File: config.mk
export PLATFORM = sky130hd
export DESIGN_NAME = cdb_arbiter
export DESIGN_NICKNAME = d
export VERILOG_FILES = /design/src/rtl/cdb_arbiter_pkg.sv /design/src/rtl/cdb_rr_picker.sv /design/src/rtl/cdb_arbiter.sv
export SDC_FILE = /design/constraint.sdc
export NUM_CORES = 1
export LEC_CHECK = 0
export ABC_AREA = 1
export BUFFER_PORTS_ARGS = -buffer_cell sky130_fd_sc_hd__buf_2
export CAP_MARGIN = 30
export CELL_PAD_IN_SITES_DETAIL_PLACEMENT = 1
export CELL_PAD_IN_SITES_GLOBAL_PLACEMENT = 2
export CORE_ASPECT_RATIO = 0.8
export CORE_UTILIZATION = 28
export DETAILED_ROUTE_END_ITERATION = 8
export PLACE_DENSITY_LB_ADDON = 0.1
export SLEW_MARGIN = 15
export SYNTH_ARGS = -nofsm -noshare
export SYNTH_HDL_FRONTEND = slang
export SYNTH_SLANG_ARGS = --single-unit
File: constraint.sdc
create_clock -name clk_i -period 3.1 [get_ports clk_i]
set_input_delay 0.62 -clock clk_i [delete_from_list [all_inputs] [get_ports clk_i]]
set_output_delay 0.62 -clock clk_i [all_outputs]
set_load 0.02 [all_outputs]
File: src/rtl/cdb_arbiter_pkg.sv
// Shared back-end types for the common-data-bus arbiter: ROB tag, physical RF address/data and
// the CDB entry carried by holding and output registers.
package cdb_arbiter_pkg;

  localparam int unsigned RobDepth   = 32;
  localparam int unsigned RobAddrW   = $clog2(RobDepth);
  localparam int unsigned PhyRfAddrW = 6;
  localparam int unsigned PhyRfDataW = 32;

  typedef logic [RobAddrW-1:0]   rob_addr_t;
  typedef logic [PhyRfAddrW-1:0] phy_rf_addr_t;
  typedef logic [PhyRfDataW-1:0] phy_rf_data_t;

  typedef struct packed {
    rob_addr_t    rob_addr;
    phy_rf_addr_t dest;
    phy_rf_data_t value;
  } cdb_entry_t;

  // Distance from the ROB head; relies on RobDepth being a power of two for the wrap.
  function automatic rob_addr_t rob_age(rob_addr_t addr, rob_addr_t head);
    return addr - head;
  endfunction

endpackage

File: src/rtl/cdb_rr_picker.sv
// Rotating-priority one-hot picker: ptr_i names the highest-priority request, search wraps upward.
module cdb_rr_picker #(
  parameter int unsigned N = 4,
  localparam int unsigned PtrW = (N > 1) ? $clog2(N) : 1
) (
  input  logic [N-1:0]    req_i,
  input  logic [PtrW-1:0] ptr_i,
  output logic [N-1:0]    gnt_o
);

  logic            found;
  logic [PtrW-1:0] idx;

  always_comb begin
    gnt_o = '0;
    found = 1'b0;
    idx   = '0;
    for (int unsigned off = 0; off < N; off++) begin
      idx = PtrW'((32'(ptr_i) + off) % N);
      if (!found && req_i[idx]) begin
        gnt_o[idx] = 1'b1;
        found      = 1'b1;
      end
    end
  end

endmodule

File: src/rtl/cdb_arbiter.sv
// Common-data-bus arbiter: per-unit holding registers, one grant per cycle onto a registered CDB.
// Define QU_CDB_OLDEST_FIRST_EN to grant the oldest ROB entry instead of round-robin.
module cdb_arbiter
  import cdb_arbiter_pkg::*;
#(
  parameter int unsigned NUM_REQ = 4
) (
  input  logic                       clk_i,
  input  logic                       rst_i,
  input  logic                       flush_i,
  input  rob_addr_t                  rob_head_ptr_i,
  input  logic         [NUM_REQ-1:0] req_valid_i,
  output logic         [NUM_REQ-1:0] req_ready_o,
  input  rob_addr_t    [NUM_REQ-1:0] req_rob_addr_i,
  input  phy_rf_addr_t [NUM_REQ-1:0] req_dest_i,
  input  phy_rf_data_t [NUM_REQ-1:0] req_value_i,
  output logic                       res_st_retire_en_o,
  output rob_addr_t                  res_st_retire_rob_addr_o,
  output phy_rf_data_t               res_st_retire_value_o,
  output logic                       phy_rf_wr_en_o,
  output phy_rf_addr_t               phy_rf_wr_addr_o,
  output phy_rf_data_t               phy_rf_wr_data_o,
  output logic                       busy_table_wr_en_o,
  output phy_rf_addr_t               busy_table_wr_addr_o,
  output logic                       busy_table_wr_data_o
);

  localparam int unsigned PtrW = $clog2(NUM_REQ);

  logic       [NUM_REQ-1:0] hold_valid_q, hold_valid_d;
  cdb_entry_t [NUM_REQ-1:0] hold_q, hold_d;
  cdb_entry_t               out_q, out_d;
  logic                     out_valid_q, out_valid_d;
  logic       [NUM_REQ-1:0] grant;
  logic       [PtrW-1:0]    gnt_idx;

`ifdef QU_CDB_OLDEST_FIRST_EN
  logic            best_found;
  rob_addr_t       best_age;
  logic [PtrW-1:0] best_idx;

  always_comb begin
    grant      = '0;
    best_found = 1'b0;
    best_age   = '1;
    best_idx   = '0;
    for (int i = 0; i < NUM_REQ; i++) begin
      if (hold_valid_q[i] &&
          (!best_found || rob_age(hold_q[i].rob_addr, rob_head_ptr_i) < best_age)) begin
        best_found = 1'b1;
        best_age   = rob_age(hold_q[i].rob_addr, rob_head_ptr_i);
        best_idx   = PtrW'(i);
      end
    end
    if (best_found) grant[best_idx] = 1'b1;
  end
`else
  logic [PtrW-1:0] rr_ptr_q, rr_ptr_d;
  logic            unused_rob_head;

  assign unused_rob_head = ^rob_head_ptr_i;

  cdb_rr_picker #(
    .N(NUM_REQ)
  ) u_rr_picker (
    .req_i(hold_valid_q),
    .ptr_i(rr_ptr_q),
    .gnt_o(grant)
  );

  always_comb begin
    rr_ptr_d = rr_ptr_q;
    if (|grant && !flush_i) begin
      rr_ptr_d = (gnt_idx == PtrW'(NUM_REQ - 1)) ? '0 : gnt_idx + 1'b1;
    end
  end

  always_ff @(posedge clk_i) begin
    if (rst_i) rr_ptr_q <= '0;
    else       rr_ptr_q <= rr_ptr_d;
  end
`endif

  always_comb begin
    gnt_idx = '0;
    for (int i = 0; i < NUM_REQ; i++) begin
      if (grant[i]) gnt_idx = PtrW'(i);
    end
  end

  // A granted entry frees its slot in the same cycle, so a unit can stream back-to-back.
  assign req_ready_o = ~hold_valid_q | grant;

  always_comb begin
    hold_valid_d = hold_valid_q;
    hold_d       = hold_q;
    for (int i = 0; i < NUM_REQ; i++) begin
      if (flush_i) begin
        hold_valid_d[i] = 1'b0;
      end else if (req_valid_i[i] && req_ready_o[i]) begin
        hold_valid_d[i]    = 1'b1;
        hold_d[i].rob_addr = req_rob_addr_i[i];
        hold_d[i].dest     = req_dest_i[i];
        hold_d[i].value    = req_value_i[i];
      end else if (grant[i]) begin
        hold_valid_d[i] = 1'b0;
      end
    end
  end

  always_comb begin
    out_valid_d = |grant && !flush_i;
    out_d       = (|grant) ? hold_q[gnt_idx] : out_q;
  end

  always_ff @(posedge clk_i) begin
    if (rst_i) begin
      hold_valid_q <= '0;
      hold_q       <= '0;
      out_valid_q  <= 1'b0;
      out_q        <= '0;
    end else begin
      hold_valid_q <= hold_valid_d;
      hold_q       <= hold_d;
      out_valid_q  <= out_valid_d;
      out_q        <= out_d;
    end
  end

  assign res_st_retire_en_o       = out_valid_q;
  assign res_st_retire_rob_addr_o = out_q.rob_addr;
  assign res_st_retire_value_o    = out_q.value;
  // Physical register 0 is hardwired; it still retires and clears its busy bit.
  assign phy_rf_wr_en_o           = out_valid_q && (out_q.dest != '0);
  assign phy_rf_wr_addr_o         = out_q.dest;
  assign phy_rf_wr_data_o         = out_q.value;
  assign busy_table_wr_en_o       = out_valid_q;
  assign busy_table_wr_addr_o     = out_q.dest;
  assign busy_table_wr_data_o     = 1'b0;

endmodule

==> key figures <==
Worst setup path
  • Crit path launch type: register
  • Worst setup EP type: output port
  • Worst r2r dst: phy_rf_wr_data_o[15]
  • Worst r2r path cells: 18
  • Critical path launch point: rr_ptr_q[1]
  • Crit path cell chain: inv_2 > ha_4 > inv_1 > nand3_1 > nand2_1 > nand2_4 > nor2_2 > nand2_1 > nand2_1 > nor2_4 > nand2_2 > buf_2
  • Critical path class: reg2out
  • Slowest stage delay, CP: 0.35 ns
  • Reg2Reg Launch Point: rr_ptr_q[1]
  • WP data arrival: 2.30 ns
  • Crit-path slowest cell: dfxtp_1
  • Setup crit end: req_ready_o[2]
  • Crit-path max FO: 5
  • R2r setup slk: 0.31 ns
  • CP dominant cell by count: nand2_1
  • CP required: 2.48 ns

Yosys
  • Post-synth top area share: 42.6%
  • Mapped Cells: 1555
  • Ys Warns: 0
  • Yosys reg bits: 222
  • Syn_area_per_cell: 6.71 um^2
  • Sequential fraction of the synthesis area: 42.6%
  • Yosys cell types: 26
  • Syn Nets: 1746
  • Synth Cell Area: 0.0104 mm^2
  • Synth top area cells: dfxtp_1, nor2_1, o21ai_0
  • Yosys top cell by area: dfxtp_1

Timing
  • Fin. Hold Viols: 0
  • Final Max Tran Viols: 0
  • Slew headroom: 61.0%
  • Final Setup Violations: 0
  • Final setup margin: 0.178 ns
  • Unrepaired setup endpoints after global routing: false
  • Fin crit share: 94.3%
  • Min Clock Period, post-route: 2.92 ns
  • Measured slew at the worst slew-check pin: 0.584 ns
  • Peak Freq: 0.342 GHz
  • Clock Skews: 0.0125 ns
  • Total negative slack: 0 ns
  • WHS: 0.321 ns

CTS
  • Clock Sinks: 222
  • CTS buffer count: 28
  • CTS tree: built
  • Clock Tree Buf Depth: 3
  • Clock-pin slew on the worst setup and hold paths: 0.06 ns
  • Clock latency on the worst-skew pair: 0.55 ns
  • Hold_buf cts: 0
  • CTS Root Buffer Type: clkbuf_16
  • H-tree levels: 1

Finish
  • Reg area: 0.00445 mm^2
  • Area delta synth->final: 24.4%
  • Fill cell count: 4638
  • Share of layout cells above drive strength 1: 21.0%
  • Most frequent cells in the layout: nor2_1, buf_2, dfxtp_1, o21ai_0, nand2_1
  • Multi-input logic area: 0.00449 mm^2
  • Non-Filler Instances: 2250
  • NumNets Final: 1936
  • Commonest non-fill, non-tap cell in the layout: nor2_1

Route
  • DRT Pass-1 Iters: 5
  • # DRC: 0
  • Total wire length: 37.1 mm
  • 1st-iter DRT viols: 442
  • WL/cell: 16.5 um
  • ANT nets after route: 0
  • Total number of vias: 10144
  • Vias/cell: 4.51

GRT
  • Initial antenna violation count: 6
  • Total gr overflow: 0
  • Gr busiest metal: met2
  • Tot GR Track Use: 19.4%
  • Vias in the first global route: 10187
  • Largest net degree at the start of global routing: 87
  • M1 GR Usage: 27.5%
  • First-pass GRT wire length: 57.4 mm
  • GR Util met2: 30.7%
  • M3 GR Usage: 3.06%

Die
  • # IOs: 273
  • Die X-Extent: 218 um
  • Die height: 175 um
  • Die area: 0.0380 mm^2
  • Core Rows: 62
  • Initial Util: 28.7%
  • Placeable Area: 0.0363 mm^2

Flow run
  • Max-cap violation count: 0

Place
  • Placement-stage worst setup slack: 0.208 ns
  • IO Port Bufs: 266
  • Gp weighted congestion: 0.773
  • HPWL after DPL: 25.4 mm
  • Cell count after placement: 2190

Min path
  • Hold crit path type: in2reg

Power and ir drop
  • VDD IR max: 0.000588 V
  • Power Density: 1220 mW/mm^2
  • Static leakage: 6.48 nW

Status
  • Status: finished, final reports clean
synth_stat cells:
library cell and n:
a21oi_1 91, buf_2 33, buf_4 53, buf_6 8, clkbuf_1 41, clkinv_1 2, conb_1 1, dfxtp_1 222
ha_1 7, inv_1 189, inv_2 5, nand2_1 207, nand2_2 6, nand2_4 3, nand3_1 105, nand3_2 5
nand4_1 1, nor2_1 351, nor2_2 3, nor2_4 2, nor3_1 1, o211ai_1 1, o21ai_0 209, o21ai_1 7
o31ai_1 1, or4_1 1
worst max-delay path: cells and delay by family (launching register included):
family	cells	cell delay (ns)
buf+inv	3	0.33
fa+ha+maj	1	0.30
flops	1	0.35
simple gates	8	0.77
registers in the layout, indices dropped and copies added, names as in the netlist:
signal	count
rr_ptr_q	2
hold_valid_q	4
phy_rf_wr_data_o	32
hold_q	172
busy_table_wr_en_o	1
busy_table_wr_addr_o	6
res_st_retire_rob_addr_o	5
per-stage QoR:
stage / total power [mW] / util, % / cell area, um^2
floorplan: 9.89 / - / 10400
global placement: 12.5 / 32.8 / 11900
detailed placement: 12.6 / 32.8 / 11900
CTS: 16.2 / 35.6 / 12900
global route: 17.4 / 35.7 / 13000
finish: 15.9 / 35.7 / 13000
layer usage:
layer	vias to the layer above	share of wire, %
met1	4705	50
met5	-	0.059
met4	4	2.0
li1	5201	-
met2	182	44
met3	52	4.1
area by class of cell:
class	instances	share of cell area, %
Clock inverter	7	0.685
Multi-Input combinational cell	1002	34.6
Sequential cell	222	34.3
Inverter	196	5.73
Timing Repair Buffer	295	13.2
Antenna cell	4	0.0772
Tap cell	480	4.63
Clock buffer	44	6.80
kinds of logic after synthesis:
logic type | count (synthesis) | share of synthesized area (%)
AO/OA/AOI/OAI | 309 | 14.9
buffers and inverters | 331 | 14.8
AND/OR/NAND/NOR | 685 | 26.9
other | 1 | 0.0359
flip-flops | 222 | 42.6
adder cells (fa/ha/maj) | 7 | 0.840
power breakdown:
part           internal (mW)  switching, mW  total [mW]
combinational           2.98           5.92        8.89
clock                   2.10           1.31        3.42
sequential              3.31          0.249        3.56
worst min path at each step:
stage	slack (ns)	to	start	cells past startpoint
CTS	0.28	hold_q[9]	req_value_i[9]	3
global placement	0.44	hold_q[66]	hold_q[66]	2
floorplan	0.43	hold_q[74]	hold_q[74]	2
finish	0.32	hold_q[9]	req_value_i[9]	3
detailed placement	0.45	hold_q[45]	hold_q[45]	2
global route	0.32	hold_q[166]	req_dest_i[23]	3
what timing repair did:
item,4_1_cts,5_1_grt
pin swaps,2,1
buffers inserted,2,2
gates resized for setup,3,3
endpoints found under the setup margin,3,1
No activity file was read; power rests on OpenSTA's default activity.
